===== src/rtl/button_event_reader.sv =====
`timescale 1ns/1ps
// -----------------------------------------------------------------------------
// button_event_reader
//
// Samples raw push-button pins, synchronises and debounces them, and turns
// the clean levels into press / release / long-press pulses. Every pulse is
// latched in a pending bit and an arbiter moves the lowest pending event into
// a small show-ahead FIFO that the consumer drains with a valid/ready handshake.
//
// Ports:
//   CLK_12_MHZ     system clock
//   RST_N          asynchronous active-low reset
//   btn_pin        raw asynchronous button pins
//   btn_level      debounced level per button, 1 = pressed
//   press_pulse    1-cycle pulse in the first cycle btn_level is 1
//   release_pulse  1-cycle pulse in the first cycle btn_level is 0 again
//   long_pulse     1-cycle pulse when a hold reaches LONG_PRESS_CYCLES
//   evt_valid      FIFO head valid
//   evt_ready      consumer accepts the head entry
//   evt_btn        button index of the head event
//   evt_type       head event type: 0 press, 1 release, 2 long
//   overflow       sticky: an event was merged into an already pending one
//   overflow_clr   synchronous clear of overflow
//
// Handshake: the head entry is transferred in every cycle where evt_valid and
// evt_ready are both 1; evt_btn/evt_type are stable while evt_valid is held
// without evt_ready, and evt_ready while evt_valid is 0 has no effect.
// -----------------------------------------------------------------------------
module button_event_reader #(
    parameter int NUM_BUTTONS       = 4,
    parameter int ACTIVE_LOW        = 1,
    parameter int DEBOUNCE_CYCLES   = 120000,
    parameter int LONG_PRESS_CYCLES = 12000000,
    parameter int FIFO_DEPTH        = 4,
    localparam int BTN_W            = (NUM_BUTTONS > 1) ? $clog2(NUM_BUTTONS) : 1
) (
    input  logic                   CLK_12_MHZ,
    input  logic                   RST_N,
    input  logic [NUM_BUTTONS-1:0] btn_pin,
    output logic [NUM_BUTTONS-1:0] btn_level,
    output logic [NUM_BUTTONS-1:0] press_pulse,
    output logic [NUM_BUTTONS-1:0] release_pulse,
    output logic [NUM_BUTTONS-1:0] long_pulse,
    output logic                   evt_valid,
    input  logic                   evt_ready,
    output logic [BTN_W-1:0]       evt_btn,
    output logic [1:0]             evt_type,
    output logic                   overflow,
    input  logic                   overflow_clr
);

    localparam int DB_W   = $clog2(DEBOUNCE_CYCLES);
    localparam int HOLD_W = $clog2(LONG_PRESS_CYCLES + 1);
    localparam int NUM_K  = 3 * NUM_BUTTONS;
    localparam int PTR_W  = $clog2(FIFO_DEPTH);
    localparam int ENT_W  = BTN_W + 2;

    localparam logic [NUM_BUTTONS-1:0] IDLE_PIN =
        (ACTIVE_LOW != 0) ? {NUM_BUTTONS{1'b1}} : {NUM_BUTTONS{1'b0}};
    localparam logic [DB_W-1:0]   DB_LAST  = DB_W'(DEBOUNCE_CYCLES - 1);
    localparam logic [HOLD_W-1:0] HOLD_MAX = HOLD_W'(LONG_PRESS_CYCLES);
    localparam logic [HOLD_W-1:0] HOLD_HIT = HOLD_W'(LONG_PRESS_CYCLES - 1);
    localparam logic [PTR_W:0]    FIFO_FULL_CNT = (PTR_W + 1)'(FIFO_DEPTH);

    // ---------------- synchroniser ----------------
    logic [NUM_BUTTONS-1:0] sync1;
    logic [NUM_BUTTONS-1:0] sync2;
    logic [NUM_BUTTONS-1:0] pressed_now;

    // Reset to the released pin value so leaving reset never looks like a press.
    always_ff @(posedge CLK_12_MHZ or negedge RST_N) begin
        if (!RST_N) begin
            sync1 <= IDLE_PIN;
            sync2 <= IDLE_PIN;
        end else begin
            sync1 <= btn_pin;
            sync2 <= sync1;
        end
    end

    assign pressed_now = (ACTIVE_LOW != 0) ? ~sync2 : sync2;

    // ---------------- debounce, edge and hold tracking ----------------
    logic [NUM_BUTTONS-1:0] level_q;
    logic [NUM_BUTTONS-1:0] level_d;
    logic [DB_W-1:0]        db_cnt   [NUM_BUTTONS];
    logic [HOLD_W-1:0]      hold_cnt [NUM_BUTTONS];

    always_ff @(posedge CLK_12_MHZ or negedge RST_N) begin
        if (!RST_N) begin
            level_q <= '0;
            level_d <= '0;
            for (int i = 0; i < NUM_BUTTONS; i++) begin
                db_cnt[i]   <= '0;
                hold_cnt[i] <= '0;
            end
        end else begin
            level_d <= level_q;
            for (int i = 0; i < NUM_BUTTONS; i++) begin
                // The counter measures how long the input has disagreed with
                // the accepted level; any agreement restarts the measurement.
                if (pressed_now[i] != level_q[i]) begin
                    if (db_cnt[i] == DB_LAST) begin
                        level_q[i] <= ~level_q[i];
                        db_cnt[i]  <= '0;
                    end else begin
                        db_cnt[i] <= db_cnt[i] + DB_W'(1);
                    end
                end else begin
                    db_cnt[i] <= '0;
                end

                // hold_cnt holds the number of earlier pressed cycles, so the
                // count including the current cycle is hold_cnt + 1.
                if (level_q[i]) begin
                    if (hold_cnt[i] != HOLD_MAX) begin
                        hold_cnt[i] <= hold_cnt[i] + HOLD_W'(1);
                    end
                end else begin
                    hold_cnt[i] <= '0;
                end
            end
        end
    end

    assign btn_level = level_q;

    always_comb begin
        press_pulse   = level_q & ~level_d;
        release_pulse = ~level_q & level_d;
        long_pulse    = '0;
        for (int i = 0; i < NUM_BUTTONS; i++) begin
            long_pulse[i] = level_q[i] && (hold_cnt[i] == HOLD_HIT);
        end
    end

    // ---------------- pending bits and arbiter ----------------
    logic [NUM_K-1:0] evt_vec;
    logic [NUM_K-1:0] pend;
    logic [NUM_K-1:0] sel_mask;
    logic             sel_valid;
    logic [BTN_W-1:0] sel_btn;
    logic [1:0]       sel_type;
    logic             fifo_full;
    logic             push;
    logic             pop;
    logic             overflow_set;

    always_comb begin
        evt_vec = '0;
        for (int i = 0; i < NUM_BUTTONS; i++) begin
            evt_vec[3*i]     = press_pulse[i];
            evt_vec[3*i + 1] = release_pulse[i];
            evt_vec[3*i + 2] = long_pulse[i];
        end
    end

    // Scanning from the top down lets the lowest set index win.
    always_comb begin
        sel_valid = 1'b0;
        sel_btn   = '0;
        sel_type  = '0;
        for (int b = NUM_BUTTONS - 1; b >= 0; b--) begin
            for (int t = 2; t >= 0; t--) begin
                if (pend[3*b + t]) begin
                    sel_valid = 1'b1;
                    sel_btn   = BTN_W'(b);
                    sel_type  = 2'(t);
                end
            end
        end
    end

    // Isolate the lowest set pending bit.
    assign sel_mask     = pend & (~pend + NUM_K'(1));
    assign fifo_full    = (fifo_cnt == FIFO_FULL_CNT);
    assign push         = sel_valid & ~fifo_full;
    assign pop          = evt_valid & evt_ready;
    assign overflow_set = |(pend & evt_vec);

    always_ff @(posedge CLK_12_MHZ or negedge RST_N) begin
        if (!RST_N) begin
            pend     <= '0;
            overflow <= 1'b0;
        end else begin
            pend <= (pend & ~(push ? sel_mask : '0)) | evt_vec;
            if (overflow_set) begin
                overflow <= 1'b1;
            end else if (overflow_clr) begin
                overflow <= 1'b0;
            end
        end
    end

    // ---------------- show-ahead FIFO ----------------
    logic [ENT_W-1:0] mem [FIFO_DEPTH];
    logic [PTR_W-1:0] wr_ptr;
    logic [PTR_W-1:0] rd_ptr;
    logic [PTR_W:0]   fifo_cnt;
    logic [ENT_W-1:0] head;

    // Storage needs no reset: the head is masked whenever the FIFO is empty.
    always_ff @(posedge CLK_12_MHZ) begin
        if (push) begin
            mem[wr_ptr] <= {sel_btn, sel_type};
        end
    end

    always_ff @(posedge CLK_12_MHZ or negedge RST_N) begin
        if (!RST_N) begin
            wr_ptr   <= '0;
            rd_ptr   <= '0;
            fifo_cnt <= '0;
        end else begin
            if (push) begin
                wr_ptr <= wr_ptr + PTR_W'(1);
            end
            if (pop) begin
                rd_ptr <= rd_ptr + PTR_W'(1);
            end
            case ({push, pop})
                2'b10:   fifo_cnt <= fifo_cnt + (PTR_W + 1)'(1);
                2'b01:   fifo_cnt <= fifo_cnt - (PTR_W + 1)'(1);
                default: fifo_cnt <= fifo_cnt;
            endcase
        end
    end

    assign head      = mem[rd_ptr];
    assign evt_valid = (fifo_cnt != '0);
    assign evt_btn   = evt_valid ? head[ENT_W-1:2] : '0;
    assign evt_type  = evt_valid ? head[1:0] : 2'b00;

endmodule


===== config.mk =====
export PLATFORM = sky130hd
export DESIGN_NAME = button_event_reader
export DESIGN_NICKNAME = d
export VERILOG_FILES = /design/src/rtl/button_event_reader.sv
export SDC_FILE = /design/constraint.sdc
export NUM_CORES = 1
export LEC_CHECK = 0
export CORE_MARGIN = 2
export CORE_UTILIZATION = 55
export CTS_CLUSTER_DIAMETER = 120
export DETAILED_ROUTE_END_ITERATION = 10
export DONT_BUFFER_PORTS = 1
export PLACE_DENSITY = 0.79
export SLEW_MARGIN = 20
export SYNTH_ARGS = -nofsm -noshare
export SYNTH_HDL_FRONTEND = slang
export SYNTH_SLANG_ARGS = --single-unit

===== constraint.sdc =====
create_clock -name CLK_12_MHZ -period 3.66 [get_ports CLK_12_MHZ]
set_input_delay 0.732 -clock CLK_12_MHZ [delete_from_list [all_inputs] [get_ports CLK_12_MHZ]]
set_output_delay 0.732 -clock CLK_12_MHZ [all_outputs]
set_load 0.01 [all_outputs]

---- Word level (Yosys, flattened, before mapping) ----
Memories as Yosys holds them, arrays and structs flattened.
Index checks and enable logic that the tools add are counted.
operators by class
  add/sub/neg operators ................... 13
  eq/ne operators ......................... 23
  multiplexer cells ....................... 60
  bitwise logic cells ..................... 18
  reductions and logical operators ........ 12
operator list
  cell                                                                      number
  24-bit two-way mux                                                        8
  17-bit two-way mux                                                        8
  24-bit by 1-bit adder with 24-bit output (second input constant)          4
  24-bit equality test (second input constant)                              4
  24-bit inequality test (second input constant)                            4
  17-bit by 1-bit adder with 17-bit output (second input constant)          4
  17-bit equality test (second input constant)                              4
  2-bit two-way mux                                                         26
  12-bit AND                                                                3
  12-bit inverter                                                           2
  1-bit two-way mux                                                         16
  12-bit by 1-bit adder with 12-bit output (second input constant)          1
  12-bit two-way mux                                                        1
  4-bit inverter                                                            3
  12-bit OR                                                                 1
  12-bit OR reduction                                                       1
  4-bit AND                                                                 2
  2-bit by 1-bit inequality test with 1-bit output (second input constant)  4
  2-bit AND reduction                                                       4
  3-bit case mux with 2 select lines                                        1
  1-bit inverter                                                            5
  2-bit by 1-bit adder with 2-bit output (second input constant)            2
  1-bit logical AND                                                         4
  1-bit inequality test                                                     4
  other kinds (8)                                                           10
storage, ports and cells
  bits in registers ....................... 200
  memory bits (writable) .................. 16
  logic and storage cells ................. 147
  memories kept ........................... 1
memories
  name  words  width  read ports  clocked after memory_dff  write ports  line  RTL
  mem   4      4      1           0                         1            196   logic [ENT_W-1:0] mem [FIFO_DEPTH];

---- Depth between registers and ports, before layout ----
Gate-level depths: netlist of run 1.
  depth after elaboration ................. 17
  gate-level depth with buffers ........... 9

---- Worst setup path before layout of run 1 ----
No wires, ideal clock.
  path type ............................... flip-flop to output port
  start point ............................. reg level_q[1] (netlist: btn_level[1])
  end point ............................... out long_pulse[1]
  arrival ................................. 1613 ps
  data required time ...................... 2928 ps
  path slack .............................. 1315 ps
  stages on the path, launching flop included .. 5
  path through ............................ dfrtp_1 -> clkbuf_1 -> nor4bb_1 -> nand4_1 -> nor4_1
on the way
  word-level cells in the longest chain between the ends .. 1
RTL lines
  item                              line  RTL
  start: declaration                84    logic [NUM_BUTTONS-1:0] level_q;
  start signal: indexed assignment  104   level_q[i] <= ~level_q[i];
  1-bit logical AND                 133   long_pulse[i] = level_q[i] && (hold_cnt[i] == HOLD_HIT);
  end: declaration                  43    output logic [NUM_BUTTONS-1:0] long_pulse,
No other way between the ends.

---- Final worst setup path of run 1 ----
  start point ............................. reg hold_cnt[73] (netlist bit)
  end point ............................... out long_pulse[0]
on the way
  word-level cells in the longest chain between the ends .. 2
RTL lines
  item                              line  RTL
  start: declaration                87    logic [HOLD_W-1:0] hold_cnt [NUM_BUTTONS];
  start signal: indexed assignment  117   hold_cnt[i] <= hold_cnt[i] + HOLD_W'(1);
  24-bit equality test              133
  1-bit logical AND                 133
No other way between the ends.

==> results of run 1 <==
[power breakdown]
part           total, mW  leakage [nW]  switching (mW)  internal, mW
Clock               2.52         0.407           0.952          1.56
Sequential          2.52          2.86          0.0600          2.46
Combinational      0.195          1.44           0.112        0.0833
[worst reg2reg max path: stages (launching register included)]
cell     delay [ns]
dfrtp_1        0.43
nor3_1         0.45
nand4_1        0.27
nand2_1        0.33
ha_1           0.24
inv_1          0.06
fa_1           0.38
xor2_1         0.15
nor2_1         0.11
xor2_1         0.20
[flip-flops by register name, indices dropped and copies added (netlist names), 3 cells and up]
signal	count
level_d	4
db_cnt	68
hold_cnt	96
sync2	4
mem	16
btn_level	4
pend	12
fifo_cnt	3
sync1	4
[per-stage QoR]
stage                     utilization (%)  total power, mW
after floorplan                         -             2.71
after global placement               57.3             2.74
after detailed placement             57.3             2.75
after CTS                            61.8             5.29
after global routing                 61.8             5.41
final                                61.8             5.23
[how the worst max path moves through the flow]
stage | startpoint | to | slack (ns) | cells after the start
final | hold_cnt[73] | long_pulse[0] | 0.57 | 4
after CTS | hold_cnt[73] | long_pulse[0] | 0.55 | 4
after detailed placement | pend[7] | fifo_cnt[2] | 1.05 | 9
after floorplan | btn_level[1] | long_pulse[1] | 1.32 | 4
after global routing | hold_cnt[73] | long_pulse[0] | 0.43 | 4
after global placement | pend[8] | fifo_cnt[2] | 1.16 | 9
[logic make-up (layout without fill, tap and decap cells)]
family / Yosys count / count (layout)
DFF: 216 / 216
AOI/OAI and AO/OA: 47 / 47
adders and majority gates: 18 / 18
xor gates and xnor gates: 151 / 151
and+or+nand+nor: 522 / 522
buffers and inverters: 57 / 84
muxes: 12 / 12
[metal layers]
metal | GRT usage, % | vias up | wire length [um]
met2 | 33.9 | 116 | 9400
met1 | 28.4 | 3551 | 9020
met4 | 4.26 | 0 | 346
met3 | 3.91 | 28 | 830
li1 | - | 3532 | -
met5 | 0 | - | 0
[cell type report]
type	instances	area, sq um
Fill cell	1544	7110
Sequential cell	216	5500
Multi-Input combinational cell	750	4720
Clock buffer	31	699
Tap cell	234	293
Clock inverter	13	156
Inverter	36	135
Timing Repair Buffer	4	30.0
[cell usage in the layout (no fill, tap or decap), types with 16 or more instances in the layout]
master and count:
dfrtp_1 192, nor2_1 185, xor2_1 86, xnor2_1 65, nand2_1 64, nand3_1 61, nand4_1 51, inv_1 35
and3_1 27, nor3_1 26, clkbuf_16 26, o21ai_0 18, ha_1 17, edfxtp_1 16
[timing repair]
action	in CTS	in global routing
gates resized for setup	0	0
hold endpoints to repair	192	192
buffers inserted	0	0
==> reports/results.tsv, run 1 <==
metric	value	unit
p_per_area	454	nW/um^2
antenna_found_initial	0	
ir_worst_vdd	0.000534	V
synth_seq_cells	216	
wire_per_inst	15.3	um
dp_hpwl	12.8	mm
synthesis.nets	1049	
rows	50	
design_area	11500	sq um
synth_top_area_share	46.0	%
cp_max_fo	7	
setup_tns	0	ns
netlist_area	10400	sq um
ff2ff_path_depth	9	
path_cells	ha_1, nand3_1, or2_2, nor3_1	
drcViolationCount	0	
hold_viol	163	
overflow	0	
crit_buf_inv	0	
antenna_cells	0	
synth-simple-area-share	26.0	%
cpPeakStageDelay	0.62	ns
async_reset_ff_share	92.6	%
cts-root-buf	clkbuf_16	
finalNetCount	1058	
dieHeight	142	um
synthMuxAreaShare	1.64	%
ys.flop_type	dfrtp_1	
yosysMostFrequentCell	dfrtp_1	
grt_pass1_vias	7057	
netlist_instances	1023	
io_pins	30	
tightestPinTransition	0.935	ns
yosysTopAreaCell	dfrtp_1	
synth_compound_area_share	2.70	%
cts_buffers	24	
dpl-instance-area	10700	sq um
finalClockSkew	0.0126	ns
clkTransAtPathRegs	0.06	ns
maxCapViolCount	0	
startpoint_type	register	
synth_top_family_by_area	simple AND/OR/NAND/NOR gates	
vias_per_cell	5.63	
finalSetupViolCount	0	
clock-sinks	216	
die_area	20100	sq um
worst_slack	0.568	ns
p_leak	4.70	nW
die_x	142	um
worstSetupEndpointType	primary output	
slew_headroom	37.1	%
crit_required	2.93	ns
status	finished, violations left	
path_delay_family	simple AND/OR/NAND/NOR gates	
drt-initial-drc-count	588	
min_period	3.09	ns
synth_edf_count	16	
clock_latency	0.51	ns
fin_cells	1284	
grt_pass1_wl	34.1	mm
critical-path-slowest-cell	nor3_1	
timing.hold.ws	-0.0807	ns
final-max-slew-violation-count	0	
first_pass_iters	5	
violations	hold timing	
rsz0062_at_grt	false	
drt_wl_total	19.6	mm
area_growth_syn_to_layout	10.4	%
coreArea	18600	sq um
reg2reg_slack	0.95	ns
synth_fa_ha_area_share	2.23	%
ys_seq_area_share	52.6	%
dp.cells	1240	
synthXorXnorAreaFrac	12.7	%
r2r_start	pend[7]	
critical_path_class	register to primary output	
finalCritPeriodShare	84.5	%
grt_max_degree	201	
cts_tree	yes	
synth.avg_cell_area	10.2	sq um
yosysWarnings	0	
synthTopCellsByArea	dfrtp_1, xor2_1, nor2_1	
min_path_type	primary input to asynchronous set/reset pin	
start_util	56.0	%
place_ws	1.05	ns
portBuffers	0	
num_vias	7227	
grt.total_usage	20.4	%
h-tree-depth	1	
synth_commonest_cells	dfrtp_1, nor2_1, xor2_1	
drive_gt1_share	7.05	%
max_freq	323	MHz
place.gp.congestion	0.893	
worstReg2RegEnd	fifo_cnt[2]	
cts.path.max_buffers	3	
synth_cell_type_count	54	
arrival	2.36	ns
ant_nets	0	
No activity file was read; power rests on OpenSTA's default activity.
==> inputs of run 2 (changes only) <==
- clock period: 3.66 -> 2.97 ns (I/O delays scaled with it)
==> run 2 against run 1 <==
Net effect: the flow still finishes with violations (hold timing); combinational power grew 25%; hold slack worse by 0.14 ns; sequential share of layout area is 0.15 points higher; final cell count grew 0.31%; register-to-register slack got worse by 0.48 ns; power up 20%; non-clock buffer count grew 4; die area unchanged; via count fell by 0.50%; clock-buffer cell count stayed put; clock power rose by 16%; worst setup slack worse by 0.46 ns; critical endpoint is now long_pulse[3].
==> reports/results.tsv, run 2 (same netlist as run 1, synthesis figures left out) <==
metric	value	unit
tightestPinTransition	0.760	ns
cts.path.max_buffers	3	
finalNetCount	1062	
min_period	2.86	ns
p_per_area	545	nW/um^2
die_x	142	um
min_path_type	primary input to asynchronous set/reset pin	
grt_pass1_wl	32.7	mm
dieHeight	142	um
fin_util	61.7	%
drcViolationCount	0	
worstSetupEndpointType	primary output	
rows	50	
maxCapViolCount	0	
timing.hold.ws	-0.223	ns
grt_max_degree	201	
path_cells	or4b_2, nor4_2, and4b_2	
vias_per_cell	5.58	
finalClockSkew	0.0253	ns
clkTransAtPathRegs	0.06	ns
clock-sinks	216	
status	finished, violations left	
place.gp.congestion	0.870	
drt-initial-drc-count	506	
max_freq	349	MHz
dp_hpwl	12.6	mm
die_area	20100	sq um
rsz0062_at_grt	false	
arrival	2.27	ns
finalSetupViolCount	0	
cts_tree	yes	
cts_buffers	24	
final-max-slew-violation-count	0	
portBuffers	0	
drive_gt1_share	7.31	%
grt_pass1_vias	6960	
ir_worst_vdd	0.000466	V
hold_viol	194	
antenna_cells	0	
drt_wl_total	19.2	mm
worstReg2RegEnd	fifo_cnt[2]	
top_regs	hold_cnt (96), db_cnt (68), mem (16)	
ant_nets	0	
area_growth_syn_to_layout	10.1	%
coreArea	18600	sq um
final_common_cell	dfrtp_1	
critical_path_class	register to primary output	
mostFrequentLayoutCells	dfrtp_1, nor2_1, xor2_1	
finalCritPeriodShare	96.4	%
clock_latency	0.52	ns
start_util	56.0	%
antenna_found_initial	0	
cts-root-buf	clkbuf_16	
regMostFlops	hold_cnt	
p_leak	4.70	nW
grt.total_usage	19.5	%
crit_required	2.38	ns
h-tree-depth	1	
ff2ff_path_depth	9	
startpoint_type	register	
setup_tns	0	ns
first_pass_iters	5	
reg2reg_slack	0.47	ns
slew_headroom	48.9	%
r2r_start	pend[8]	
critical-path-slowest-cell	or4b_2	
finalPower	6.26	mW
io_pins	30	
wire_per_inst	14.9	um
overflow	0	
violations	hold timing	
largest_reg_flops	96	
cpPeakStageDelay	0.68	ns
cp_max_fo	3	
num_vias	7191	
-- run 2: cell count changes in the layout (fill, tap and decap cells not counted), sizes merged --
cell / before / now
buf: 4 / 8
clkinvlp: 5 / 1
clkinv: 6 / 9
inv: 35 / 37
bufinv: 3 / 2
-- run 2: worst max-delay path by stage --
stage                 start       endpoint  slack [ns]  depth (start not counted)
2_1_floorplan       pend[8]    fifo_cnt[2]        0.65                          9
3_3_place_gp   hold_cnt[19]  long_pulse[3]        0.62                          3
3_5_place_dp        pend[8]    fifo_cnt[2]        0.50                          9
4_1_cts        hold_cnt[19]  long_pulse[3]        0.02                          3
5_1_grt        hold_cnt[19]  long_pulse[3]      0.0007                          3
6_report       hold_cnt[19]  long_pulse[3]        0.11                          3
-- run 2: report_power, final --
| part | switching [mW] | internal [mW] | leakage (nW) | total, mW |
|---|---|---|---|---|
| clock | 1.17 | 1.75 | 0.390 | 2.92 |
| combinational | 0.139 | 0.106 | 1.46 | 0.244 |
| sequential | 0.0701 | 3.03 | 2.86 | 3.10 |
-- run 2: repair_timing --
item | in CTS | in global routing
resized for setup | 0 | 2
endpoints found under the setup margin | 0 | 1
setup buffers | 0 | 0
hold endpoints to repair | 200 | 192
-- run 2: routing by layer --
layer	vias to the layer above	GRT usage (%)	part of all wire (%)
met5	-	0	0
met4	0	5.16	2.0
met3	33	3.58	3.7
met2	115	32.5	47
met1	3510	26.5	47
li1	3533	-	-
-- run 2: cell type report --
class	instances	area, sq um
timing repair buffer	8	60.1
tap	234	293
fill	1509	7150
clock buffer	31	658
clock inverter	13	125
sequential	216	5500
inverter	36	135
multi-input combinational	750	4730
-- run 2: through the flow --
step                      cells  instance area [sq um]  worst slack [ns]
after floorplan            1023                  10400             0.652
after global placement     1244                  10700             0.622
after detailed placement   1244                  10700             0.498
after CTS                  1288                  11500            0.0191
after global routing       1288                  11500          0.000704
final                      1288                  11500             0.106
-- run 2: worst max-delay path, delay by kind of cell (launching register included) --
kind             cells  cell delay (ns)
and+or+nand+nor      3             1.35
DFF                  1             0.40
==> inputs of run 3 (changes only) <==
--- a/config.mk
+++ b/config.mk
@@ -6,10 +6,11 @@
 export NUM_CORES = 1
 export LEC_CHECK = 0
+export ABC_CLOCK_PERIOD_IN_PS = 2970
 export CORE_MARGIN = 2
-export CORE_UTILIZATION = 55
+export CORE_UTILIZATION = 58
 export CTS_CLUSTER_DIAMETER = 120
 export DETAILED_ROUTE_END_ITERATION = 10
 export DONT_BUFFER_PORTS = 1
-export PLACE_DENSITY = 0.79
+export PLACE_DENSITY = 0.83
 export SLEW_MARGIN = 20
 export SYNTH_ARGS = -nofsm -noshare
==> constraint.sdc (replaced) <==
create_clock -name CLK_12_MHZ -period 2.97 [get_ports CLK_12_MHZ]
set_input_delay 0.7425 -clock CLK_12_MHZ [delete_from_list [all_inputs] [get_ports CLK_12_MHZ]]
set_output_delay 0.7425 -clock CLK_12_MHZ [all_outputs]
set_load 0.01 [all_outputs]
==> run 3 against run 2 <==
Net effect: wire length increased by 1.9%; largest cell class unchanged; non-clock buffer count increased by 1; the run still ends with hold timing left; worst setup slack got worse by 0.015 ns; die area shrank 5.0%; hold slack better by 0.16 ns; cell area increased by 0.76%; via count rose by 0.89%; fmax fell by 0.51%.
==> reports/results.tsv, run 3 (same netlist as run 1, synthesis figures left out) <==
metric	value	unit
status	finished, violations left	
violations	hold timing	
critical_path_class	register to primary output	
io_pins	30	
ant_nets	0	
vias_per_cell	5.66	
max_freq	347	MHz
die_area	19100	sq um
timing.hold.ws	-0.0676	ns
grt_pass1_wl	33.9	mm
reg2reg_slack	0.46	ns
min_path_type	primary input to asynchronous set/reset pin	
start_util	58.5	%
largest_reg_flops	96	
wire_per_inst	15.3	um
finalPower	6.41	mW
place_ws	0.403	ns
mostFrequentLayoutCells	dfrtp_1, nor2_1, xor2_1	
cts.path.max_buffers	3	
p_leak	4.75	nW
worstReg2RegEnd	fifo_cnt[2]	
coreArea	17800	sq um
drt_wl_total	19.6	mm
min_period	2.88	ns
clock-sinks	216	
top_regs	hold_cnt (96), db_cnt (68), mem (16)	
worst_slack	0.0917	ns
finalClockSkew	0.0210	ns
rows	49	
cts_buffers	23	
maxCapViolCount	0	
grt_pass1_vias	7230	
clkTransAtPathRegs	0.06	ns
grt.total_usage	21.0	%
rsz0062_at_grt	false	
dieHeight	138	um
arrival	2.14	ns
place.gp.congestion	0.860	
antenna_cells	0	
tightestPinTransition	0.737	ns
cp_max_fo	4	
area_growth_syn_to_layout	10.9	%
ff_latch_area	5500	sq um
drcViolationCount	0	
overflow	0	
multi_input_area	4770	sq um
final-max-slew-violation-count	0	
worstSetupEndpointType	primary output	
nFillCells	1336	
drive_gt1_share	7.79	%
first_pass_iters	5	
setup_tns	0	ns
cts_tree	yes	
portBuffers	0	
grt_util_met1	28.5	%
regMostFlops	hold_cnt	
final_common_cell	dfrtp_1	
hold_viol	192	
num_vias	7255	
drt-initial-drc-count	639	
finalNetCount	1062	
ir_worst_vdd	0.000491	V
antenna_found_initial	0	
clock_latency	0.52	ns
use_met2	34.2	%
r2r_start	pend[8]	
cts_setup_buffers	0	
p_per_area	553	nW/um^2
crit_required	2.23	ns
die_x	138	um
grt_max_degree	201	
busiest_layer	met2	
met3_usage	4.19	%
finalSetupViolCount	0	
dp_hpwl	12.5	mm
h-tree-depth	1	
startpoint_type	register	
ff2ff_path_depth	9	
slew_headroom	50.8	%
finalCritPeriodShare	96.9	%
cts-root-buf	clkbuf_16	
==> run 3: through the flow <==
| stage | area [sq um] | instances | hold WS [ns] | util (%) |
|---|---|---|---|---|
| floorplan | 10400 | 1023 | 0.345 | - |
| global placement | 10700 | 1240 | 0.346 | 60.0 |
| detailed placement | 10700 | 1240 | 0.347 | 60.0 |
| CTS | 11600 | 1282 | -0.0995 | 64.8 |
| global route | 11600 | 1282 | -0.0933 | 64.9 |
| finish | 11600 | 1282 | -0.0676 | 64.9 |
==> run 3: critical path, cell delays in order (launching register included) <==
cell      delay (ns)
dfrtp_1         0.43
nor4bb_1        0.38
nand4_1         0.29
nor4_4          0.33
buf_4           0.19
==> run 3: how the worst max path moves through the flow <==
| stage | start | end | slack [ns] |
|---|---|---|---|
| after floorplan | btn_level[1] | long_pulse[1] | 0.61 |
| after global placement | hold_cnt[19] | long_pulse[3] | 0.45 |
| after detailed placement | hold_cnt[19] | long_pulse[3] | 0.40 |
| after CTS | hold_cnt[62] | long_pulse[1] | 0.01 |
| after global routing | hold_cnt[72] | long_pulse[0] | 0.02 |
| final | hold_cnt[62] | long_pulse[1] | 0.09 |
==> run 3: final cells by class <==
class	count	area share [%]
clock buffer	32	5.97
sequential	216	47.5
timing repair buffer	9	0.583
clock inverter	10	1.17
multi-input combinational	750	41.2
tap	229	2.47
inverter	36	1.17
==> run 3: power by group <==
part	total (mW)	internal [mW]	switching, mW
Clock	3.08	1.90	1.18
Combinational	0.233	0.102	0.131
Sequential	3.10	3.03	0.0697
Total	6.41	5.03	1.38
==> run 3: repair_timing <==
item | 4_1_cts | 5_1_grt
resized for setup | 7 | 3
setup endpoints to repair | 4 | 3
hold endpoints to repair | 192 | 192
pin swaps | 1 | 1
==> run 3: layer usage <==
| metal | share of wire [%] | wire length, um | vias to the layer above |
|---|---|---|---|
| met5 | 0 | 0 | - |
| met4 | 3.1 | 614 | 0 |
| met3 | 4.1 | 812 | 38 |
| met2 | 48 | 9310 | 121 |
| met1 | 45 | 8840 | 3560 |
| li1 | - | - | 3536 |
